$ cat src/rtl/MD_pkg.sv
// Shared widths and types for the MD particle datapath.
package MD_pkg;

    localparam int PARTICLE_ID_WIDTH       = 8;
    localparam int GLOBAL_CELL_ID_WIDTH    = 4;
    localparam int OFFSET_PKT_STRUCT_WIDTH = 24;

    typedef enum logic [1:0] {
        IDLE,
        INJECT,
        DRAIN,
        DONE
    } inject_state_t;

endpackage

$ cat src/rtl/pos_ring_inject_ctrl.sv
// Streams cached particle positions into the local ring node, retrying
// packets the ring rejects, then drains before signalling completion.
module pos_ring_inject_ctrl
    import MD_pkg::*;
#(
    parameter int DRAIN_CYCLES = 32,
    parameter int ADDR_W       = PARTICLE_ID_WIDTH
) (
    input  logic                               clk,
    input  logic                               rst,
    input  logic                               i_start,
    input  logic [ADDR_W-1:0]                  i_particle_count,
    input  logic [3*GLOBAL_CELL_ID_WIDTH-1:0]  i_home_gcid,
    output logic                               o_rd_en,
    output logic [ADDR_W-1:0]                  o_rd_addr,
    input  logic [OFFSET_PKT_STRUCT_WIDTH-1:0] i_rd_data,
    input  logic                               i_dispatcher_back_pressure,
    input  logic                               i_dirty_feedback,
    output logic [OFFSET_PKT_STRUCT_WIDTH-1:0] o_local_offset_pkt,
    output logic [3*GLOBAL_CELL_ID_WIDTH-1:0]  o_local_gcid,
    output logic                               o_local_valid,
    output logic                               o_busy,
    output logic                               o_done
);

    localparam int GW = 3 * GLOBAL_CELL_ID_WIDTH;
    localparam int PW = OFFSET_PKT_STRUCT_WIDTH;
    localparam int DW = (DRAIN_CYCLES > 2) ? $clog2(DRAIN_CYCLES) : 1;
    localparam logic [ADDR_W-1:0] A_ONE = ADDR_W'(1);
    localparam logic [DW-1:0] D_ONE  = DW'(1);
    localparam logic [DW-1:0] D_LOAD = DW'(DRAIN_CYCLES - 1);

    inject_state_t state_q, state_d;
    logic [ADDR_W-1:0] cnt_q, cnt_d;
    logic [ADDR_W-1:0] addr_q, addr_d;
    logic [ADDR_W-1:0] acc_q, acc_d;
    logic [GW-1:0]     gcid_q, gcid_d;
    logic [PW-1:0]     hold_q, hold_d;
    logic [PW-1:0]     skid_q, skid_d;
    logic              hold_v_q, hold_v_d;
    logic              skid_v_q, skid_v_d;
    logic              pend_q, pend_d;
    logic [DW-1:0]     drain_q, drain_d;
    logic              accept;
    logic              issue;

    always_ff @(posedge clk or posedge rst) begin
        if (rst) begin
            state_q  <= IDLE;
            cnt_q    <= '0;
            addr_q   <= '0;
            acc_q    <= '0;
            gcid_q   <= '0;
            hold_q   <= '0;
            skid_q   <= '0;
            hold_v_q <= 1'b0;
            skid_v_q <= 1'b0;
            pend_q   <= 1'b0;
            drain_q  <= '0;
        end else begin
            state_q  <= state_d;
            cnt_q    <= cnt_d;
            addr_q   <= addr_d;
            acc_q    <= acc_d;
            gcid_q   <= gcid_d;
            hold_q   <= hold_d;
            skid_q   <= skid_d;
            hold_v_q <= hold_v_d;
            skid_v_q <= skid_v_d;
            pend_q   <= pend_d;
            drain_q  <= drain_d;
        end
    end

    always_comb begin
        state_d  = state_q;
        cnt_d    = cnt_q;
        addr_d   = addr_q;
        acc_d    = acc_q;
        gcid_d   = gcid_q;
        hold_d   = hold_q;
        skid_d   = skid_q;
        hold_v_d = hold_v_q;
        skid_v_d = skid_v_q;
        drain_d  = drain_q;

        accept = hold_v_q & ~i_dirty_feedback;
        issue  = (state_q == INJECT)
               & ~i_dispatcher_back_pressure
               & (addr_q != cnt_q)
               & (~hold_v_q | accept);
        pend_d = issue;

        if (issue) begin
            addr_d = addr_q + A_ONE;
        end

        // A read issued while the previous one is still in flight can land
        // on a rejected packet; the skid slot catches that single overlap.
        if (accept) begin
            acc_d = acc_q + A_ONE;
            if (skid_v_q) begin
                hold_d   = skid_q;
                skid_v_d = 1'b0;
            end else if (pend_q) begin
                hold_d = i_rd_data;
            end else begin
                hold_v_d = 1'b0;
            end
        end else if (pend_q) begin
            if (hold_v_q) begin
                skid_d   = i_rd_data;
                skid_v_d = 1'b1;
            end else begin
                hold_d   = i_rd_data;
                hold_v_d = 1'b1;
            end
        end

        case (state_q)
            IDLE: begin
                if (i_start) begin
                    cnt_d   = i_particle_count;
                    gcid_d  = i_home_gcid;
                    addr_d  = '0;
                    acc_d   = '0;
                    state_d = (i_particle_count == '0) ? DONE : INJECT;
                end
            end
            INJECT: begin
                if (accept && (acc_q + A_ONE == cnt_q)) begin
                    drain_d = D_LOAD;
                    state_d = DRAIN;
                end
            end
            DRAIN: begin
                if (drain_q == '0) begin
                    state_d = DONE;
                end else begin
                    drain_d = drain_q - D_ONE;
                end
            end
            default: begin
                state_d = IDLE;
            end
        endcase
    end

    assign o_rd_en            = issue;
    assign o_rd_addr          = addr_q;
    assign o_local_valid      = hold_v_q;
    assign o_local_offset_pkt = hold_q;
    assign o_local_gcid       = gcid_q;
    assign o_busy             = (state_q == INJECT) || (state_q == DRAIN);
    assign o_done             = (state_q == DONE);

endmodule

$ cat config.mk
export PLATFORM = sky130hd
export DESIGN_NAME = pos_ring_inject_ctrl
export DESIGN_NICKNAME = d
export VERILOG_FILES = /design/src/rtl/MD_pkg.sv /design/src/rtl/pos_ring_inject_ctrl.sv
export SDC_FILE = /design/constraint.sdc
export NUM_CORES = 1
export LEC_CHECK = 0
export ABC_CLOCK_PERIOD_IN_PS = 5700
export CAP_MARGIN = 20
export CORE_MARGIN = 10
export CORE_UTILIZATION = 35
export DETAILED_ROUTE_END_ITERATION = 10
export HOLD_SLACK_MARGIN = 0.03
export PLACE_DENSITY = 0.61
export SYNTH_ARGS = -nofsm -noshare
export SYNTH_HDL_FRONTEND = slang
export SYNTH_SLANG_ARGS = --single-unit
$ cat constraint.sdc
create_clock -name clk -period 5.7 [get_ports clk]
set_input_delay 0.57 -clock clk [delete_from_list [all_inputs] [get_ports clk]]
set_output_delay 0.57 -clock clk [all_outputs]
set_load 0.02 [all_outputs]
After elaboration in Yosys (flattened, before gate mapping):

Index checks and enable logic that the tools add are counted.

* register bits: 94
* logic and storage cells: 77

* add/subtract/negate cells: 3
* eq/ne operators: 12
* multiplexer cells: 26
* bitwise operators: 9
* reduce and logical (&&, ||, !) cells: 16

Operators with widths (count)
* 24-bit 2-to-1 mux: 5
* 8-bit 2-to-1 mux: 6
* 8-bit by 1-bit adder with 8-bit output, second input constant: 2
* 3-bit AND reduction: 5
* 2-bit != test, second input constant: 6
* 5-bit 2-to-1 mux: 2
* 5-bit case mux with 2 select lines: 1
* 8-bit equality test: 1
* 8-bit zero test: 1
* 2-bit 2-to-1 mux: 4
* 8-bit != test: 1
* 2-bit nonzero test: 4
* 1-bit 2-to-1 mux: 7
* 2-bit case mux with 3 select lines: 1
* 5-bit zero test: 1
* 5-bit by 1-bit subtractor with 5-bit output, second input constant: 1
* 1-bit AND: 4
* 2-bit equality test, second input constant: 2
* 1-bit NOT: 4
* 2-bit AND reduction: 2
* 2-bit by 1-bit equality test with 1-bit output, second input constant: 1
* 2-bit zero test: 1
* 2-bit by 1-bit != test with 1-bit output, second input constant: 1
* 1-bit logical AND: 1
* other kinds (2): 2

Longest topological paths before layout:

* word-level depth: 7
* mapped depth: 9

Worst setup path before layout:

No wires, ideal clock.

* path kind: reg2reg
* from: reg acc_q[0]
* to: reg drain_q[0]
* arrival time: 2.249 ns
* slack: 3.386 ns
* cell stages (with the launch flop): 9
* path buffers: 0
* clock period less this slack: 2.314 ns
* cells stage by stage: dfrtp_1 ha_1 nand2_1 or4_1 o22ai_1 a22oi_1 o31ai_4 o21a_4 o221a_2

* longest elaborated chain between the ends: 5

Ends and longest elaborated chain
* start: declaration: RTL line pos_ring_inject_ctrl.sv:36 `logic [ADDR_W-1:0] acc_q, acc_d;`
* start signal: assignment: RTL line pos_ring_inject_ctrl.sv:52 `acc_q <= '0;`
* start signal: assignment: RTL line pos_ring_inject_ctrl.sv:64 `acc_q <= acc_d;`
* 8-bit by 1-bit adder with 8-bit output: RTL line pos_ring_inject_ctrl.sv:131 `if (accept && (acc_q + A_ONE == cnt_q)) begin`
* 8-bit equality test: RTL line pos_ring_inject_ctrl.sv:131
* 1-bit logical AND: RTL line pos_ring_inject_ctrl.sv:131
* 2-bit != test (no source line)
* 3-bit AND reduction (no source line)
* end signal: assignment: RTL line pos_ring_inject_ctrl.sv:71 `drain_q <= drain_d;`
* end: declaration: RTL line pos_ring_inject_ctrl.sv:43 `logic [DW-1:0] drain_q, drain_d;`

Every way passes these cells.
A chain may end at the register's enable or synchronous reset.

Worst setup path after layout:

* from: reg state_q[1]
* to: out o_rd_en

* longest elaborated chain between the ends: 4

Ends and longest elaborated chain
* start: declaration: RTL line pos_ring_inject_ctrl.sv:33 `inject_state_t state_q, state_d;`
* start signal: assignment: RTL line pos_ring_inject_ctrl.sv:61 `state_q <= state_d;`
* 2-bit by 1-bit equality test with 1-bit output: RTL line pos_ring_inject_ctrl.sv:88 `issue = (state_q == INJECT)`
* 1-bit AND: RTL line pos_ring_inject_ctrl.sv:89 `& ~i_dispatcher_back_pressure`
* 1-bit AND: RTL line pos_ring_inject_ctrl.sv:90 `& (addr_q != cnt_q)`
* 1-bit AND: RTL line pos_ring_inject_ctrl.sv:91 `& (~hold_v_q | accept);`
* end: declaration: RTL line pos_ring_inject_ctrl.sv:14 `output logic o_rd_en,`

Every way passes these cells.

==> key figures <==
Run status
  – Status: completed

Route
  – Vias per inst: 4.86
  – Detailed-route via count: 3,206
  – Drt first pass iters: 4
  – Starting DRT DRC Count: 182
  – Post-route ant nets: 0
  – DR WL/cell: 15.8 um
  – # DRC: 0
  – Drt total wl: 10,400 um

STA
  – Hold Slack: approximately 480 ps
  – Final setup skew: about 2.8 ps
  – Part of the cycle the worst path needs: 53.0%
  – Final Hold Vio Count: 0
  – Slew at the pin closest to its max-slew limit: 713 ps
  – Slew HR: 52.4%
  – Unrepaired setup endpoints after global routing: false
  – Fmax: between 300 and 400 MHz
  – Final worst path period need: around 3000 ps
  – Worst setup margin: 2680 ps
  – Fin Setup TNS: 0 ps
  – Final Setup Violations: 0
  – Max Slew Vio Count: 0

Clock tree
  – Clk_lat worst skew: 340 ps
  – Setup bufs post-CTS: 0
  – Clk root buf: clkbuf_16
  – Total CTS buffers: 9
  – Reg clk slew, reported paths: 60 ps
  – CTS sink count: 94
  – TritonCTS clock tree: built
  – Clock Path Buffers: 2
  – CTS H-tree lvls: 3
  – Post-CTS sizing: 0
  – Hold_buf cts: 0

Synth
  – Seq/Total Area, Yosys: 52.4%
  – Ys flop type: dfrtp_1
  – Yosys cell types: 52
  – Synth Area per Inst: between 10 and 15 um2
  – Async S/R FF share, synth: 100%
  – Mapped Area: 4490 um2
  – Yosys reg bits: 94
  – Syn_nets: 448
  – Post-synth EDFFs: 0
  – Yosys warnings: 0
  – Synth Instances: 391

Critical path
  – Worst path top cell family by delay: buffers and inverters
  – Worst r2r src: acc_q[0]
  – Critical path endpoint category: output port
  – CP bufs+invs: 2
  – R2R depth: 8
  – CP Data Arrival Time: 2450 ps
  – Critical Path, Cell by Cell: inv_1, ha_1, nand3b_1, a21oi_2, clkdlybuf4s50_1
  – CP Class: reg -> out
  – CP Launch Point: state_q[1]
  – CP endpoint: o_rd_en
  – Worst r2r dst: drain_q[0]
  – R2R setup slack: around 3100 ps
  – Critical path's largest stage delay: approximately 710 ps
  – Crit path depth: 5
  – Critical path fanouts, max: 10
  – Worst path slowest cell: clkdlybuf4s50_1
  – Required time of the critical path: 5130 ps
  – Startpoint types: flop

Power and ir drop
  – Maximum VDD drop: 0.167 mV
  – Overall Power: ~1300 uW
  – PwrDens: 225 nW/um2
  – Leakage: about 0.0029 uW

Cells and area
  – Layout cell share with drive strength beyond 1: approximately 15%
  – Number of diodes: 0
  – Area delta synth->final: 31.2%
  – Most common cell after layout, fill and taps aside: clkdlybuf4s50_1
  – Non-Filler Instances: 659
  – Nets@finish: 539
  – Most frequent cells in the layout: clkdlybuf4s50_1 (96), dfrtp_1 (94), mux2_2 (44)
  – Fill cell count: 1,183

Global routing
  – Gr ovfl total: 0
  – Vias in the first global route: 3,490
  – First-pass GRT wire length: 17,500 um
  – GRT Overall Usage: 12.0%
  – Largest net degree at the start of global routing: 54
  – Antenna violations before repair: 0

Placement
  – Detailed placement HPWL: between 7000 and 8000 um
  – Post-Place Cells: 643
  – Pre-CTS setup slack: 2670 ps
  – GPL Wtd Cong: 0.860
  – IO Port Bufs: 96

Floorplan
  – Row cnt: 41
  – Core ar.: 12,600 um2
  – Chip Width: 133 um
  – Initial Util: 35.7%
  – Die Y-Extent: between 100 and 150 um
  – Die footprint: roughly 18,000 um2
  – Top-Level Pins: 97

Job
  – Max cap viols: 0

Worst hold path
  – Hold Path Class: reg -> reg
  – Hold Crit Start: o_local_offset_pkt[1]
-- how the worst min path moves through the flow --
stage / cells after the start / endpoint / slack, ps
2_1_floorplan: 1 / drain_q[4] / 460
3_5_place_dp: 2 / o_local_offset_pkt[4] / 470
5_1_grt: 2 / o_local_offset_pkt[0] / 500
4_1_cts: 2 / o_local_offset_pkt[4] / 490
3_3_place_gp: 2 / o_local_offset_pkt[15] / 460
6_report: 2 / o_local_offset_pkt[1] / 480
-- metrics by stage --
stage,instance area (um2),utilization [%]
after floorplan,4490,-
after global placement,5590,44.5
after detailed placement,5590,44.5
after CTS,5890,46.9
after global routing,5890,46.9
final,5890,46.9
-- tightest hold or removal path, cell delays in order, from the launching register on --
cell     delay, ps
dfrtp_1        340
nand2_1         40
o21ai_0         60
-- registers in the layout, indices dropped and copies added (netlist names) --
| name | cells |
|---|---|
| o_local_valid | 1 |
| skid_v_q | 1 |
| o_local_gcid | 12 |
| skid_q | 24 |
| state_q | 2 |
| o_local_offset_pkt | 24 |
| acc_q | 8 |
| drain_q | 5 |
| pend_q | 1 |
| o_rd_addr | 8 |
| cnt_q | 8 |
-- cell families (layout without fill, tap and decap cells) --
logic type               count (synthesis)  after routing  share of synthesized area, %
XOR/XNOR                                29             29                          5.66
adder cells (fa/ha/maj)                  8              8                          2.23
AND/OR/NAND/NOR                        106            106                          11.3
flip-flops                              94             94                          52.4
buffers and inverters                   27            123                          3.06
multiplexers                            72             72                          17.3
AO/OA/AOI/OAI                           55             55                          8.11
-- cells in the mapped netlist (2+ instances only) --
library cell / n / area, um2
buf_1: 5 / 18.8
o21ai_0: 26 / 130
clkbuf_1: 9 / 33.8
nand3_1: 9 / 45.0
a21o_1: 2 / 15.0
mux2i_1: 28 / 280
buf_2: 2 / 10.0
mux2_2: 44 / 495
inv_1: 6 / 22.5
nand4_1: 7 / 43.8
dfrtp_1: 94 / 2350
xor2_1: 19 / 166
nor2_1: 24 / 90.1
nand2_1: 37 / 139
buf_6: 3 / 33.8
o21bai_1: 2 / 15.0
nand2b_1: 5 / 31.3
nor3_1: 5 / 25.0
o22ai_1: 3 / 18.8
nand3b_1: 3 / 22.5
and3_2: 2 / 15.0
ha_1: 8 / 100
xnor2_1: 10 / 87.6
nor4_1: 5 / 31.3
a21oi_1: 6 / 30.0
-- where the power goes --
group          internal (uW)  leakage, uW  switching (uW)  total [uW]
Combinational           32.8      0.00142            22.7        55.5
Clock                    350     0.000148             255         605
Sequential               667      0.00130               0         667
Total                   1050      0.00288             278        1330
-- routing by layer --
metal  global-route usage, %  wire length (um)
met1                    13.6              4320
met2                    19.9              5140
met3                    4.85               723
met4                    4.96               199
met5                       0                 0
-- layout make-up --
cell class,count,area (um2),area share [%]
inverter,6,23.8,0.404
multi-input combinational,270,2000,34.0
timing repair buffer,101,998,16.9
sequential,94,2350,39.9
tap,172,215,3.65
clock inverter,6,61.3,1.04
clock buffer,10,239,4.06
No activity file was read; power rests on OpenSTA's default activity.
